--- config.mk ---
export PLATFORM = sky130hd
export DESIGN_NAME = pacman_motion
export DESIGN_NICKNAME = d
export VERILOG_FILES = /design/src/rtl/pacman_pkg.sv /design/src/rtl/pacman_motion.sv
export SDC_FILE = /design/constraint.sdc
export NUM_CORES = 1
export LEC_CHECK = 0
export ABC_CLOCK_PERIOD_IN_PS = 3900
export CORE_ASPECT_RATIO = 0.9
export CORE_MARGIN = 8
export CORE_UTILIZATION = 40
export DETAILED_ROUTE_END_ITERATION = 8
export DONT_BUFFER_PORTS = 1
export SLEW_MARGIN = 5
export SYNTH_ARGS = -nofsm -noshare
export SYNTH_HDL_FRONTEND = slang
export SYNTH_SLANG_ARGS = --single-unit
--- constraint.sdc ---
create_clock -name clk -period 3.9 [get_ports clk]
set_input_delay 1.17 -clock clk [delete_from_list [all_inputs] [get_ports clk]]
set_output_delay 1.17 -clock clk [all_outputs]
set_load 0.01 [all_outputs]
--- src/rtl/pacman_pkg.sv ---
// Shared Pac-Man motion types: headings, renderer flip mapping, move candidates.
// Latency: pure combinational helpers, no state.
// Backpressure: not applicable; shared by the motion, renderer and maze blocks.
package pacman_pkg;

    localparam int MAZE_W_DEF      = 224;
    localparam int MAZE_H_DEF      = 288;
    localparam int SPRITE_SIZE_DEF = 8;

    typedef enum logic [1:0] {
        DIR_RIGHT = 2'd0,
        DIR_LEFT  = 2'd1,
        DIR_UP    = 2'd2,
        DIR_DOWN  = 2'd3
    } dir_t;

    typedef enum logic [1:0] {
        S_IDLE      = 2'd0,
        S_PROBE_NEW = 2'd1,
        S_PROBE_CUR = 2'd2,
        S_COMMIT    = 2'd3
    } motion_state_t;

    typedef struct packed {
        logic [8:0] x;
        logic [8:0] y;
        logic       blocked;   // outside the vertical playfield, never queried
    } cand_t;

    // Renderer orientation pair {h_flip, v_flip} for a heading.
    function automatic logic [1:0] flip_map(input dir_t d);
        logic [1:0] f;
        case (d)
            DIR_RIGHT: f = 2'b11;
            DIR_LEFT:  f = 2'b01;
            DIR_UP:    f = 2'b00;
            default:   f = 2'b10;
        endcase
        return f;
    endfunction

    // One-pixel step with horizontal tunnel wrap; vertical overrun is flagged.
    // Signed 10-bit arithmetic so that a step above row 0 shows up as negative.
    function automatic cand_t move_cand(input logic [8:0] x, input logic [8:0] y,
                                        input dir_t d, input int maze_w,
                                        input int maze_h, input int sprite);
        logic signed [9:0] cx;
        logic signed [9:0] cy;
        logic signed [9:0] x_max;
        logic signed [9:0] y_max;
        cand_t             c;
        cx    = signed'({1'b0, x});
        cy    = signed'({1'b0, y});
        x_max = 10'(maze_w - sprite);
        y_max = 10'(maze_h - sprite);
        case (d)
            DIR_RIGHT: cx = (cx == x_max) ? 10'sd0 : cx + 10'sd1;
            DIR_LEFT:  cx = (cx == 10'sd0) ? x_max : cx - 10'sd1;
            DIR_UP:    cy = cy - 10'sd1;
            default:   cy = cy + 10'sd1;
        endcase
        c.x       = cx[8:0];
        c.y       = cy[8:0];
        c.blocked = (cy < 10'sd0) || (cy > y_max);
        return c;
    endfunction

endpackage

--- src/rtl/pacman_motion.sv ---
// Per-frame Pac-Man movement: buffered turn probe, straight-ahead probe, commit.
// Latency: 5 cycles frame_start-to-commit with one wall query, more per extra query.
// Backpressure: wall_req held until wall_ack; frame_start ignored while busy.
module pacman_motion
    import pacman_pkg::*;
#(
    parameter int MAZE_W          = MAZE_W_DEF,
    parameter int MAZE_H          = MAZE_H_DEF,
    parameter int SPRITE_SIZE     = SPRITE_SIZE_DEF,
    parameter int START_X         = 108,
    parameter int START_Y         = 208,
    parameter int FRAMES_PER_STEP = 1
) (
    input  logic       clk,
    input  logic       rst,
    input  logic       frame_start,
    input  logic       dir_valid,
    input  logic [1:0] dir_req,
    output logic       wall_req,
    output logic [8:0] wall_x,
    output logic [8:0] wall_y,
    input  logic       wall_ack,
    input  logic       wall_hit,
    output logic [8:0] x_pac,
    output logic [8:0] y_pac,
    output logic       h_flip,
    output logic       v_flip,
    output logic       moving,
    output logic       busy
);

    localparam int           CW   = (FRAMES_PER_STEP > 1) ? $clog2(FRAMES_PER_STEP) : 1;
    localparam logic [CW-1:0] LAST = CW'(FRAMES_PER_STEP - 1);

    motion_state_t state_q, state_d;
    dir_t          cur_dir_q, cur_dir_d;
    dir_t          pend_dir_q, pend_dir_d;
    dir_t          qry_dir_q, qry_dir_d;     // heading of the query in flight
    logic          pend_valid_q, pend_valid_d;
    logic [CW-1:0] frame_cnt_q, frame_cnt_d;
    logic [8:0]    x_q, x_d, y_q, y_d;
    logic          h_flip_q, h_flip_d, v_flip_q, v_flip_d;
    logic          moving_q, moving_d;
    logic          adv_q, adv_d;
    logic          wall_req_q, wall_req_d;
    logic [8:0]    wall_x_q, wall_x_d, wall_y_q, wall_y_d;
    logic          busy_q, busy_d;

    dir_t          probe_dir;
    cand_t         cand;

    assign probe_dir = (state_q == S_PROBE_NEW) ? pend_dir_q : cur_dir_q;
    assign cand      = move_cand(x_q, y_q, probe_dir, MAZE_W, MAZE_H, SPRITE_SIZE);

    // Next-state and registered-output logic for the probe/commit sequence.
    always_comb begin
        state_d      = state_q;
        cur_dir_d    = cur_dir_q;
        pend_dir_d   = pend_dir_q;
        qry_dir_d    = qry_dir_q;
        pend_valid_d = pend_valid_q;
        frame_cnt_d  = frame_cnt_q;
        x_d          = x_q;
        y_d          = y_q;
        h_flip_d     = h_flip_q;
        v_flip_d     = v_flip_q;
        moving_d     = moving_q;
        adv_d        = adv_q;
        wall_req_d   = wall_req_q;
        wall_x_d     = wall_x_q;
        wall_y_d     = wall_y_q;

        case (state_q)
            S_IDLE: begin
                adv_d = 1'b0;
                if (frame_start) begin
                    if (frame_cnt_q == LAST) begin
                        frame_cnt_d = '0;
                        state_d     = S_PROBE_NEW;
                    end else begin
                        frame_cnt_d = frame_cnt_q + 1'b1;
                    end
                end
            end
            S_PROBE_NEW: begin
                if (!wall_req_q) begin
                    if (!pend_valid_q || pend_dir_q == cur_dir_q || cand.blocked) begin
                        state_d = S_PROBE_CUR;
                    end else begin
                        wall_req_d = 1'b1;
                        wall_x_d   = cand.x;
                        wall_y_d   = cand.y;
                        qry_dir_d  = pend_dir_q;
                    end
                end else if (wall_ack) begin
                    wall_req_d = 1'b0;
                    if (!wall_hit) begin
                        cur_dir_d = qry_dir_q;
                        // A newer request that arrived mid-query stays pending.
                        if (pend_dir_q == qry_dir_q) begin
                            pend_valid_d = 1'b0;
                        end
                        adv_d   = 1'b1;
                        state_d = S_COMMIT;
                    end else begin
                        state_d = S_PROBE_CUR;
                    end
                end
            end
            S_PROBE_CUR: begin
                if (!wall_req_q) begin
                    if (cand.blocked) begin
                        adv_d   = 1'b0;
                        state_d = S_COMMIT;
                    end else begin
                        wall_req_d = 1'b1;
                        wall_x_d   = cand.x;
                        wall_y_d   = cand.y;
                        qry_dir_d  = cur_dir_q;
                    end
                end else if (wall_ack) begin
                    wall_req_d = 1'b0;
                    adv_d      = !wall_hit;
                    state_d    = S_COMMIT;
                end
            end
            default: begin
                if (adv_q) begin
                    x_d = wall_x_q;
                    y_d = wall_y_q;
                end
                {h_flip_d, v_flip_d} = flip_map(cur_dir_q);
                moving_d             = adv_q;
                state_d              = S_IDLE;
            end
        endcase

        // The most recent request always wins, even over a same-cycle clear.
        if (dir_valid) begin
            pend_dir_d   = dir_t'(dir_req);
            pend_valid_d = 1'b1;
        end

        busy_d = (state_d != S_IDLE);
    end

    // State and output registers.
    always_ff @(posedge clk or negedge rst) begin
        if (!rst) begin
            state_q      <= S_IDLE;
            cur_dir_q    <= DIR_LEFT;
            pend_dir_q   <= DIR_LEFT;
            qry_dir_q    <= DIR_LEFT;
            pend_valid_q <= 1'b0;
            frame_cnt_q  <= '0;
            x_q          <= 9'(START_X);
            y_q          <= 9'(START_Y);
            h_flip_q     <= 1'b0;
            v_flip_q     <= 1'b1;
            moving_q     <= 1'b0;
            adv_q        <= 1'b0;
            wall_req_q   <= 1'b0;
            wall_x_q     <= '0;
            wall_y_q     <= '0;
            busy_q       <= 1'b0;
        end else begin
            state_q      <= state_d;
            cur_dir_q    <= cur_dir_d;
            pend_dir_q   <= pend_dir_d;
            qry_dir_q    <= qry_dir_d;
            pend_valid_q <= pend_valid_d;
            frame_cnt_q  <= frame_cnt_d;
            x_q          <= x_d;
            y_q          <= y_d;
            h_flip_q     <= h_flip_d;
            v_flip_q     <= v_flip_d;
            moving_q     <= moving_d;
            adv_q        <= adv_d;
            wall_req_q   <= wall_req_d;
            wall_x_q     <= wall_x_d;
            wall_y_q     <= wall_y_d;
            busy_q       <= busy_d;
        end
    end

    assign wall_req = wall_req_q;
    assign wall_x   = wall_x_q;
    assign wall_y   = wall_y_q;
    assign x_pac    = x_q;
    assign y_pac    = y_q;
    assign h_flip   = h_flip_q;
    assign v_flip   = v_flip_q;
    assign moving   = moving_q;
    assign busy     = busy_q;

endmodule

==> run metrics, run 1 <==
worst min path class=flip-flop to flip-flop; Hold WS=approximately 0.48 ns; Clock transition at path regs=around 0.10 ns; Leakage=~1.5 nW; ranking of synthesized cells by area=dfrtp_1, mux2_2, dfstp_2; Via Count=about 2,400; crit start category=flip-flop; CTS tree=built; latest clock arrival within the worst-skew pair=between 0.3 and 0.4 ns; Tightest Pin Transition=between 1 and 1.5 ns; largest family of logic cells by synthesized area=multiplexers; # DRC=0; vias per cell=5.83; Port Buffers=0; Post-Syn Instances=roughly 320; fin crit period=around 3.6 ns; layout net count=337; number of synthesized register bits=a little over 50; Fmax achieved=between 200 and 300 MHz; total of warnings raised by yosys=0; CP max FO=14; Buf/Inv on CP=2; Synth Flop Type=dfrtp_1; first-pass GRT wire length=12.6 mm; Core ar.=between 8000 and 9000 um2; critical path data arrival time=3.79 ns; RSZ-0062 raised after global routing=false; initial antenna violation count=0; Rows=31; Worst Setup End Kind=flip-flop; Starting Density=0.409; pin count of the biggest net entering global routing=52; post-synthesis xor/xnor area fraction=0.0373; Worst VDD drop=approximately 0.34 mV; die height=slightly above 100 um; design area=about 3500 um2; EDFF count, synth=0; TritonCTS Sinks=between 50 and 60; Final ANT Viol Nets=0; final slew viol count=0; Max Cap Viol=0; GRT overflow=0; cts bufs inserted=5; Final Skew=~0.011 ns; Seq/Total Area, Yosys=0.393; die area=11,400 um2; Bufs on Longest Clock Path=2; Slew Limit Headroom=0.311; CP delay by family, top=compound AO/OA/AOI/OAI gates; Hold Violations, Final=0; setup violators final=0; Max H-tree Level=2; post-synthesis cell area=3290 um2; Final GP Congestion=0.840; Synth top area share=0.305; fin crit share=0.922; post-synthesis adder-cell area fraction=0.0457; Tot GR Track Use=0.135; wire per inst=between 15 and 20 um; CP cell instances=inv_1 -> ha_2 -> mux2i_2 -> nand2_1 -> xnor2_1 -> ha_1 -> nor2_2 -> nand3_1 -> and3_1 -> o32ai_1 -> o221ai_1 -> a211o_4 -> nor2_8 -> buf_12 -> mux2_2; CTS Hold Buffers Added=0; WS Path Type=flip-flop to flip-flop; synthesis-to-finish area growth=7.08%; vias in the first global route=between 2,000 and 2,500; ys async rst share=1.00; post-synth top area cell=dfrtp_1; PD cells=a little over 900 nW/um2; Netlist cell types=60; initial DRC count=93; CP peak stage delay=~0.44 ns; Synth Area in Compound Gates=0.144; die width=between 100 and 150 um; Synth Area in Simple Gates=0.154; most numerous cell in the Yosys netlist=dfrtp_1; mean area per synthesized cell=~10 um2; Final HPWL DP=between 5 and 6 mm; clk root buf=clkbuf_8; drt first pass iters=4; Fin Setup TNS=0 ns; CP max stage cell=a211o_4; IO Count=49; post-synth net total=between 300 and 400; # diodes=0; status=complete, no violations; placed cell area=about 3300 um2; post-synthesis mux area share=0.182; Synth top cells by count=dfrtp_1, mux2_2, nand2_1; WL final=roughly 7.5 mm; WP data required=~4.1 ns; ratio of cells with drive above 1 in the final layout=0.255
-- metrics by stage --
stage                     setup WS, ns  total power, mW   util  std cells
after floorplan                  0.442             2.47      -        321
after detailed placement         0.108             2.82  0.417        407
after global placement           0.225             2.80  0.417        407
after CTS                       0.0652             3.22  0.432        415
final                            0.304             3.28  0.438        417
after global routing           0.00898             3.56  0.438        417
-- power breakdown --
group | internal [mW] | switching, mW | total (mW)
sequential | 0.754 | 0.395 | 1.15
combinational | 0.833 | 0.911 | 1.74
clock | 0.208 | 0.179 | 0.387
total | 1.79 | 1.49 | 3.28
-- cell usage in the layout, fill, tap and decap left out, drive strengths merged, types with 2 or more instances in the layout --
master / synthesis / layout
o211ai: 2 / 2
nand3: 9 / 9
o22ai: 3 / 3
and4: 2 / 2
nor2: 17 / 17
nand3b: 2 / 2
o41a: 2 / 2
o221ai: 2 / 2
a21boi: 2 / 2
xnor2: 13 / 13
o21bai: 3 / 3
o2111a: 2 / 2
nor3: 7 / 7
clkbuf: 12 / 6
nand2: 26 / 26
dfstp: 11 / 11
o41ai: 2 / 2
o21ai: 21 / 21
nand4: 8 / 8
a211oi: 2 / 2
and2: 3 / 3
a21oi: 14 / 14
mux2i: 4 / 4
dfrtp: 40 / 40
inv: 13 / 13
buf: 6 / 7
nand2b: 2 / 2
a211o: 2 / 2
ha: 12 / 12
a21o: 2 / 2
nor4: 3 / 3
o31ai: 2 / 2
mux2: 44 / 44
and3: 8 / 8
a31oi: 6 / 6
-- final timing paths --
path	depth (start not counted)	endpoint	slack [ns]	start
setup reg to reg	15	wall_x[1]	0.30	state_q[1]
min in group asynchronous	0	busy	0.55	rst
setup / recovery	15	wall_x[1]	0.30	state_q[1]
hold / removal	1	pend_valid_q	0.48	pend_valid_q
max in group asynchronous	0	x_pac[2]	3.16	rst
hold reg to reg	1	pend_valid_q	0.48	pend_valid_q
-- registers in the layout, indices dropped and copies added (netlist names), 2 cells and up --
signal      flops
wall_x          9
wall_y          9
x_pac           9
y_pac           9
cur_dir_q       2
pend_dir_q      2
qry_dir_q       2
state_q         2
-- layout make-up --
class | count | area, um2
Timing Repair Buffer | 7 | 77.6
Multi-Input combinational cell | 239 | 1860
Clock buffer | 6 | 82.6
Tap cell | 99 | 124
Inverter | 13 | 48.8
Sequential cell | 51 | 1290
Clock inverter | 2 | 35.0
Fill cell | 770 | 4510
-- per-layer routing --
layer,vias up,GRT usage,part of all wire
met5,-,0,0
met4,0,0.0367,0.012
met3,9,0.0360,0.056
met2,58,0.221,0.47
met1,1199,0.173,0.46
li1,1167,-,-
-- worst register-to-register path, delay by kind of cell, from the launching register on --
family | cells | cell delay, ns
AO/OA/AOI/OAI | 3 | 0.91
flip-flops | 1 | 0.43
buffers and inverters | 2 | 0.25
adder cells (fa/ha/maj) | 2 | 0.47
XOR/XNOR | 1 | 0.14
AND/OR/NAND/NOR | 5 | 0.71
multiplexers | 2 | 0.58
-- kinds of logic after synthesis --
family / after synthesis
and+or+nand+nor: 93
buffers and inverters: 31
xor gates and xnor gates: 14
adders and majority gates: 12
muxes: 48
AOI/OAI and AO/OA: 72
DFF: 51
-- repair_timing --
action,CTS,global route
endpoints found under the setup margin,0,16
setup buffers,0,2
gates resized for setup,0,3
No activity file was read; power rests on OpenSTA's default activity.
==> inputs of run 2 (changes only) <==
--- a/config.mk
+++ b/config.mk
@@ -5,7 +5,7 @@
 export SDC_FILE = /design/constraint.sdc
 export NUM_CORES = 1
 export LEC_CHECK = 0
-export ABC_CLOCK_PERIOD_IN_PS = 3900
+export ABC_CLOCK_PERIOD_IN_PS = 4400
 export CORE_ASPECT_RATIO = 0.9
 export CORE_MARGIN = 8
 export CORE_UTILIZATION = 40
==> constraint.sdc (replaced) <==
create_clock -name clk -period 4.4 [get_ports clk]
set_input_delay 1.32 -clock clk [delete_from_list [all_inputs] [get_ports clk]]
set_output_delay 1.32 -clock clk [all_outputs]
set_load 0.01 [all_outputs]
==> run metrics, run 2 (synthesized netlist as in run 1, its figures left out) <==
cts repair resizes=0 (unchanged); IO Count=49 (unchanged); fin crit share=0.927 (+0.00482); Hold Violations, Final=0 (unchanged); Final ANT Viol Nets=0 (unchanged); WP data required=4.59 ns (+0.50 ns); clk root buf=clkbuf_8; CP delay by family, top=simple AND/OR/NAND/NOR gates; die width=112 um (unchanged); RSZ-0062 raised after global routing=false; Clock transition at path regs=0.09 ns (about the same); CTS tree=built; commonest non-fill, non-tap cells in the layout=dfrtp_1, mux2_2, nand2_1; layout net count=333 (-1.2%); total power=2.76 mW (-16%); cts bufs inserted=5 (unchanged); Final GP Congestion=0.885 (+5.3%); Layout Utilization=0.426 (-0.0125); vias in the first global route=2,430 (+2.4%); PD cells=807 nW/um2 (-13%); WL final=7.66 mm (+1.7%); drt first pass iters=5 (+1); Buf/Inv on CP=1 (-1); Tightest Pin Transition=1.00 ns (-0.00130 ns); # DRC=0 (unchanged); critical path data arrival time=4.27 ns (+0.48 ns); Port Buffers=0 (unchanged); synthesis-to-finish area growth=4.04%; Fin Setup TNS=0 ns (unchanged); most common cell after layout, fill and taps aside=dfrtp_1; CP cell instances=inv_1 -> ha_1 -> mux2_4 -> nand2_1 -> xnor2_1 -> ha_1 -> nor2_1 -> nand3_1 -> and3_1 -> o32ai_1 -> o221ai_1 -> a211o_2 -> nor2_8 -> mux2_2; pin count of the biggest net entering global routing=52 (unchanged); CP max stage cell=a211o_2; placed cell area=3330 um2 (-0.45%); crit start category=flip-flop; non-filler cells, final=413 (-0.96%); Worst VDD drop=0.238 mV (-30%); initial DRC count=145 (+56%); Hold Path Cell Cnt=1 (unchanged); Final HPWL DP=5.36 mm (+1.4%); TritonCTS Sinks=51 (unchanged); wire per inst=18.6 um (+2.7%); Final Skew=0.0137 ns (+0.00248 ns); CP max FO=26 (+12); Max Cap Viol=0 (unchanged); initial antenna violation count=0 (unchanged); Starting Density=0.409 (unchanged); status=complete, no violations; first-pass GRT wire length=12.8 mm (+1.6%); WS Path Type=flip-flop to flip-flop; die area=11,400 um2 (unchanged); Fmax achieved=245 MHz (-12%); Leakage=1.46 nW (-3.2%); Core ar.=8030 um2 (unchanged); die height=102 um (unchanged); Slew Limit Headroom=0.312 (+0.000893); crit-path most repeated cell=ha_1; placed cells=405 (-0.49%); fin crit period=4.08 ns (+0.482 ns); latest clock arrival within the worst-skew pair=0.31 ns (about the same); final slew viol count=0 (unchanged); Max H-tree Level=2 (unchanged); # diodes=0 (unchanged); Fillers=769 (-0.13%); Rows=31 (unchanged); Bufs on Longest Clock Path=2 (unchanged); Worst Setup End Kind=flip-flop; postcts setup bufs=0 (unchanged); worst min path class=flip-flop to flip-flop; Tot GR Track Use=0.137 (+0.00146); CTS Hold Buffers Added=0 (unchanged); WP depth=14 (-1); CP peak stage delay=0.49 ns (+0.05 ns); setup violators final=0 (unchanged); reg2reg path depth=14 (-1); GRT overflow=0 (unchanged); design area=3420 um2 (-2.8%); ratio of cells with drive above 1 in the final layout=0.236 (-0.0190); Via Count=2,454 (+0.86%); vias per cell=5.94 (+1.8%)
[run 2: changes by cell type in the layout (fill, tap and decap cells not counted), sizes merged]
| cell | previous run | this run |
|---|---|---|
| clkinvlp | 0 | 1 |
| bufinv | 1 | 0 |
| buf | 7 | 3 |
[run 2: final timing paths]
path                         startpoint            to  slack, ns
max reg2reg                  state_q[1]     wall_x[1]       0.32
min reg2reg                pend_valid_q  pend_valid_q       0.49
max                          state_q[1]     wall_x[1]       0.32
max in group asynchronous           rst  qry_dir_q[0]       3.49
min                        pend_valid_q  pend_valid_q       0.49
min in group asynchronous           rst     wall_y[2]       0.69
[run 2: power by group]
part / switching, mW / internal (mW)
Clock: 0.161 / 0.112
Combinational: 0.790 / 0.674
Sequential: 0.353 / 0.668
Total: 1.30 / 1.45
[run 2: worst register-to-register path: stages, from the launching register on]
cell,delay [ns]
dfrtp_1,0.43
inv_1,0.09
ha_1,0.36
mux2_4,0.40
nand2_1,0.13
xnor2_1,0.15
ha_1,0.23
nor2_1,0.17
nand3_1,0.12
and3_1,0.20
o32ai_1,0.29
o221ai_1,0.14
a211o_2,0.49
nor2_8,0.38
mux2_2,0.38
[run 2: per-layer routing]
| metal | GRT usage | wire length (um) | vias to the layer above |
|---|---|---|---|
| li1 | - | - | 1165 |
| met1 | 0.172 | 3460 | 1197 |
| met2 | 0.220 | 3600 | 82 |
| met3 | 0.0419 | 505 | 10 |
| met4 | 0.0441 | 97 | 0 |
| met5 | 0 | 0 | - |
[run 2: cell type report]
cell class / count / area, um2 / share of cell area
clock buffers: 6 / 72.6 / 0.0212
well taps: 99 / 124 / 0.0362
clock inverters: 2 / 12.5 / 0.00366
repair buffers: 3 / 22.5 / 0.00659
flip-flops and latches: 51 / 1290 / 0.377
multi-input cells: 239 / 1850 / 0.541
inverters: 13 / 48.8 / 0.0143
[run 2: per-stage QoR]
stage | hold WS, ns | setup WS (ns)
after global placement | 0.455 | 0.439
final | 0.493 | 0.321
after global routing | 0.513 | 0.00402
after floorplan | 0.443 | 0.942
after detailed placement | 0.479 | 0.344
after CTS | 0.501 | 0.305
==> inputs of run 3 (changes only) <==
--- a/config.mk
+++ b/config.mk
@@ -6,7 +6,7 @@
 export NUM_CORES = 1
 export LEC_CHECK = 0
 export ABC_CLOCK_PERIOD_IN_PS = 4400
-export CORE_ASPECT_RATIO = 0.9
+export CORE_ASPECT_RATIO = 0.75
 export CORE_MARGIN = 8
 export CORE_UTILIZATION = 40
 export DETAILED_ROUTE_END_ITERATION = 8
==> run metrics, run 3 (synthesized netlist as in run 1, its figures left out) <==
status=complete, no violations; reg2reg path depth=14 (unchanged); most common cell after layout, fill and taps aside=dfrtp_1; # DRC=0 (unchanged); Hold WS=0.480 ns (-0.0134 ns); Layout Utilization=0.433 (+0.00678); design area=3420 um2 (+0.18%); Final Skew=0.00688 ns (-0.00685 ns); Buf/Inv on CP=1 (unchanged); crit start category=flip-flop; Fin Setup TNS=0 ns (unchanged); Max H-tree Level=2 (unchanged); Hold Path Cell Cnt=1 (unchanged); Bufs on Longest Clock Path=2 (unchanged); CP max stage cell=a211o_2; Tightest Pin Transition=0.975 ns (-0.0286 ns); commonest non-fill, non-tap cells in the layout=dfrtp_1, mux2_2, nand2_1; Core ar.=7920 um2 (-1.4%); Clock transition at path regs=0.09 ns (about the same); Max Cap Viol=0 (unchanged); Via Count=2,465 (+0.45%); placed cells=411 (+1.5%); Rows=28 (-9.7%); post-layout worst setup margin=0.356 ns (+0.0346 ns); crit-path most repeated cell=ha_1; vias in the first global route=2,388 (-1.7%); critical path data arrival time=4.24 ns (-0.03 ns); WP depth=14 (unchanged); # diodes=0 (unchanged); setup violators final=0 (unchanged); Worst VDD drop=0.265 mV (+11%); final slew viol count=0 (unchanged); Leakage=1.46 nW (+0.43%); Port Buffers=0 (unchanged); CP max FO=26 (unchanged); first-pass GRT wire length=13.0 mm (+1.9%); latest clock arrival within the worst-skew pair=0.30 ns (about the same); cts bufs inserted=5 (unchanged); GRT overflow=0 (unchanged); Slew Limit Headroom=0.331 (+0.0196); wire per inst=18.6 um (+0.24%); non-filler cells, final=419 (+1.5%); Fmax achieved=247 MHz (+0.86%); CTS tree=built; CP cell instances=inv_1 -> ha_1 -> mux2_4 -> nand2_1 -> xnor2_1 -> ha_1 -> nor2_1 -> nand3_1 -> and3_1 -> o32ai_1 -> o221ai_1 -> a211o_2 -> nor2_8 -> mux2_2; postcts setup bufs=0 (unchanged); worst min path class=flip-flop to flip-flop; Hold Violations, Final=0 (unchanged); drt first pass iters=5 (unchanged); WP data required=4.59 ns (about the same); TritonCTS Sinks=51 (unchanged); synthesis-to-finish area growth=4.23%; Final HPWL DP=5.60 mm (+4.6%); CP delay by family, top=simple AND/OR/NAND/NOR gates; total power=2.76 mW (+0.14%); pre-CTS setup slack=0.367 ns (+0.0232 ns); RSZ-0062 raised after global routing=false; clk root buf=clkbuf_8; pin count of the biggest net entering global routing=52 (unchanged); die area=11,400 um2 (+0.23%); layout net count=333 (unchanged); Tot GR Track Use=0.140 (+0.00356); initial antenna violation count=0 (unchanged); placed cell area=3340 um2 (+0.23%); WS Path Type=flip-flop to flip-flop; fin crit share=0.919 (-0.00787); IO Count=49 (unchanged); Starting Density=0.415 (+0.00576); die height=94.5 um (-7.3%); Final GP Congestion=0.898 (+1.4%); ratio of cells with drive above 1 in the final layout=0.239 (+0.00318); WL final=7.79 mm (+1.7%); PD cells=806 nW/um2 (about the same); Worst Setup End Kind=flip-flop; vias per cell=5.88 (-0.99%); initial DRC count=249 (+72%); Final ANT Viol Nets=0 (unchanged); CP peak stage delay=0.49 ns (about the same); fin crit period=4.04 ns (-0.0346 ns); die width=121 um (+8.2%)
==> run 3: layer usage <==
| layer | GRT usage | vias to the layer above | part of all wire |
|---|---|---|---|
| met1 | 0.188 | 1194 | 0.47 |
| met5 | 0 | - | 0 |
| li1 | - | 1167 | - |
| met2 | 0.213 | 94 | 0.42 |
| met4 | 0.0415 | 0 | 0.013 |
| met3 | 0.0447 | 10 | 0.095 |
==> run 3: final cells by class <==
| cell class | count | area (um2) |
|---|---|---|
| clock buffer | 5 | 68.8 |
| clock inverter | 3 | 15.0 |
| fill | 765 | 4490 |
| inverter | 13 | 48.8 |
| multi-input combinational | 239 | 1850 |
| sequential | 51 | 1290 |
| tap | 105 | 131 |
| timing repair buffer | 3 | 22.5 |
==> run 3: timing repair <==
item	CTS	global route
hold buffers	0	0
setup endpoints to repair	0	5
resized for setup	0	0
==> run 3: report_power, final <==
part	internal [mW]	leakage [nW]	total, mW	switching, mW
clock	0.109	0.0477	0.268	0.159
combinational	0.674	0.783	1.47	0.797
sequential	0.668	0.630	1.02	0.354
total	1.45	1.46	2.76	1.31
==> run 3: path summary, 6_finish.rpt <==
check                              from            end  slack [ns]
setup / recovery             state_q[1]      wall_x[1]        0.36
hold / removal             pend_valid_q   pend_valid_q        0.48
setup reg to reg             state_q[1]      wall_x[1]        0.36
hold reg to reg            pend_valid_q   pend_valid_q        0.48
max in group asynchronous           rst       x_pac[2]        3.52
min in group asynchronous           rst  pend_dir_q[1]        0.70
==> patch, RTL diff (config.mk and constraints of run 3) <==
Make the reset (`rst`) synchronous in one clocked block.
--- a/src/rtl/pacman_motion.sv
+++ b/src/rtl/pacman_motion.sv
@@ -147,3 +147,3 @@
     // State and output registers.
-    always_ff @(posedge clk or negedge rst) begin
+    always_ff @(posedge clk) begin
         if (!rst) begin
Check against the original RTL: differs if rst is asserted again (counterexample within 4 cycles, from zero or initial values and one cycle with rst low); with rst held inactive, the same outputs for 10 cycles.
==> patch against run 3 <==
- synthesized area is 3.0% higher
- count of clock-buffer cells in the layout is the same
- core utilization is 0.49 points lower
- design area grew 4.2%
- final cell count increased by 24%
- sequential cell count did not move
- synthesized cell count grew 35%
- wire length increased by 20%
- critical path depth stayed put
- setup slack gained 0.095 ns
- first-iteration DRC count down 20%
- sequential share of layout area is 9.1 points lower
Power is not compared: it rests on default switching activity, and its combinational part moved more than twofold at a synthesized area within 25%.
==> patch: results <==
export IMPL_grt_pass1_vias=2910
export IMPL_hold_worst_slack_ns=0.472
export IMPL_drt_met1_wl_um=4620
export IMPL_ys_types=64
export IMPL_synth_compound_gate_area_share=0.192
export IMPL_drtIter0Drc=200
export IMPL_synth_ff_type="dfxtp_1"
export IMPL_root_buffer="clkbuf_16"
export IMPL_grtUsageMet3=0.0580
export IMPL_ys_top_cells_by_area="dfxtp_1, nand2_1, mux2i_1"
export IMPL_rr_endpoint="wall_y[3]$_SDFFE_PN0P_"
export IMPL_gp_congestion=0.889
export IMPL_worstPathArrival_ns=4.14
export IMPL_hold_depth=2
export IMPL_pre_cts_slack_ns=0.499
export IMPL_grt_util_met2=0.243
export IMPL_relSlewSlack=0.447
export IMPL_synth_fa_ha_area_frac=0.0444
export IMPL_place_inst=513
export IMPL_clk_pin_slew_ns=0.07
export IMPL_grtUsageMet1=0.226
export IMPL_synthTopCellsByCount="nand2_1, dfxtp_1, a21oi_1, mux2i_1, clkbuf_1"
export IMPL_cp_slowest_stage_delay_ns=0.42
export IMPL_met2WireLength_um=3830
export IMPL_hold_end="adv_q$_SDFFE_PN0P_"
export IMPL_async_reset_ff_frac=0
export IMPL_nets=432
export IMPL_fin_worst_skew_ns=0.00478
export IMPL_status="finished, final reports clean"
==> patch: changes by cell type in the layout (fill, tap and decap cells not counted), sizes merged, moves of 7 or more <==
cell,before,now
dfxtp,0,51
a21oi,14,31
xor2,1,8
dfstp,11,0
xnor2,13,6
nand2,26,98
nor2b,0,7
dfrtp,40,0
mux2i,4,28
mux2,44,6
==> patch: worst reg2reg max path, stage by stage, from the launching register on <==
cell and delay, ns:
dfxtp_1 0.41, inv_1 0.12, ha_1 0.35, or3b_1 0.42, and2_1 0.20, xnor2_1 0.13
ha_1 0.32, nor2_1 0.13, mux2i_1 0.09, or3_1 0.34, a32oi_1 0.35, a2111oi_4 0.13
o211ai_2 0.29, buf_12 0.23, mux2_4 0.33
==> patch: layout make-up <==
class | count | area (sq um)
fillers | 838 | 4780
multi-input cells | 336 | 2170
repair buffers | 7 | 65.1
clock inverters | 3 | 15.0
inverters | 11 | 41.3
clock buffers | 5 | 125
flip-flops and latches | 51 | 1020
well taps | 108 | 135
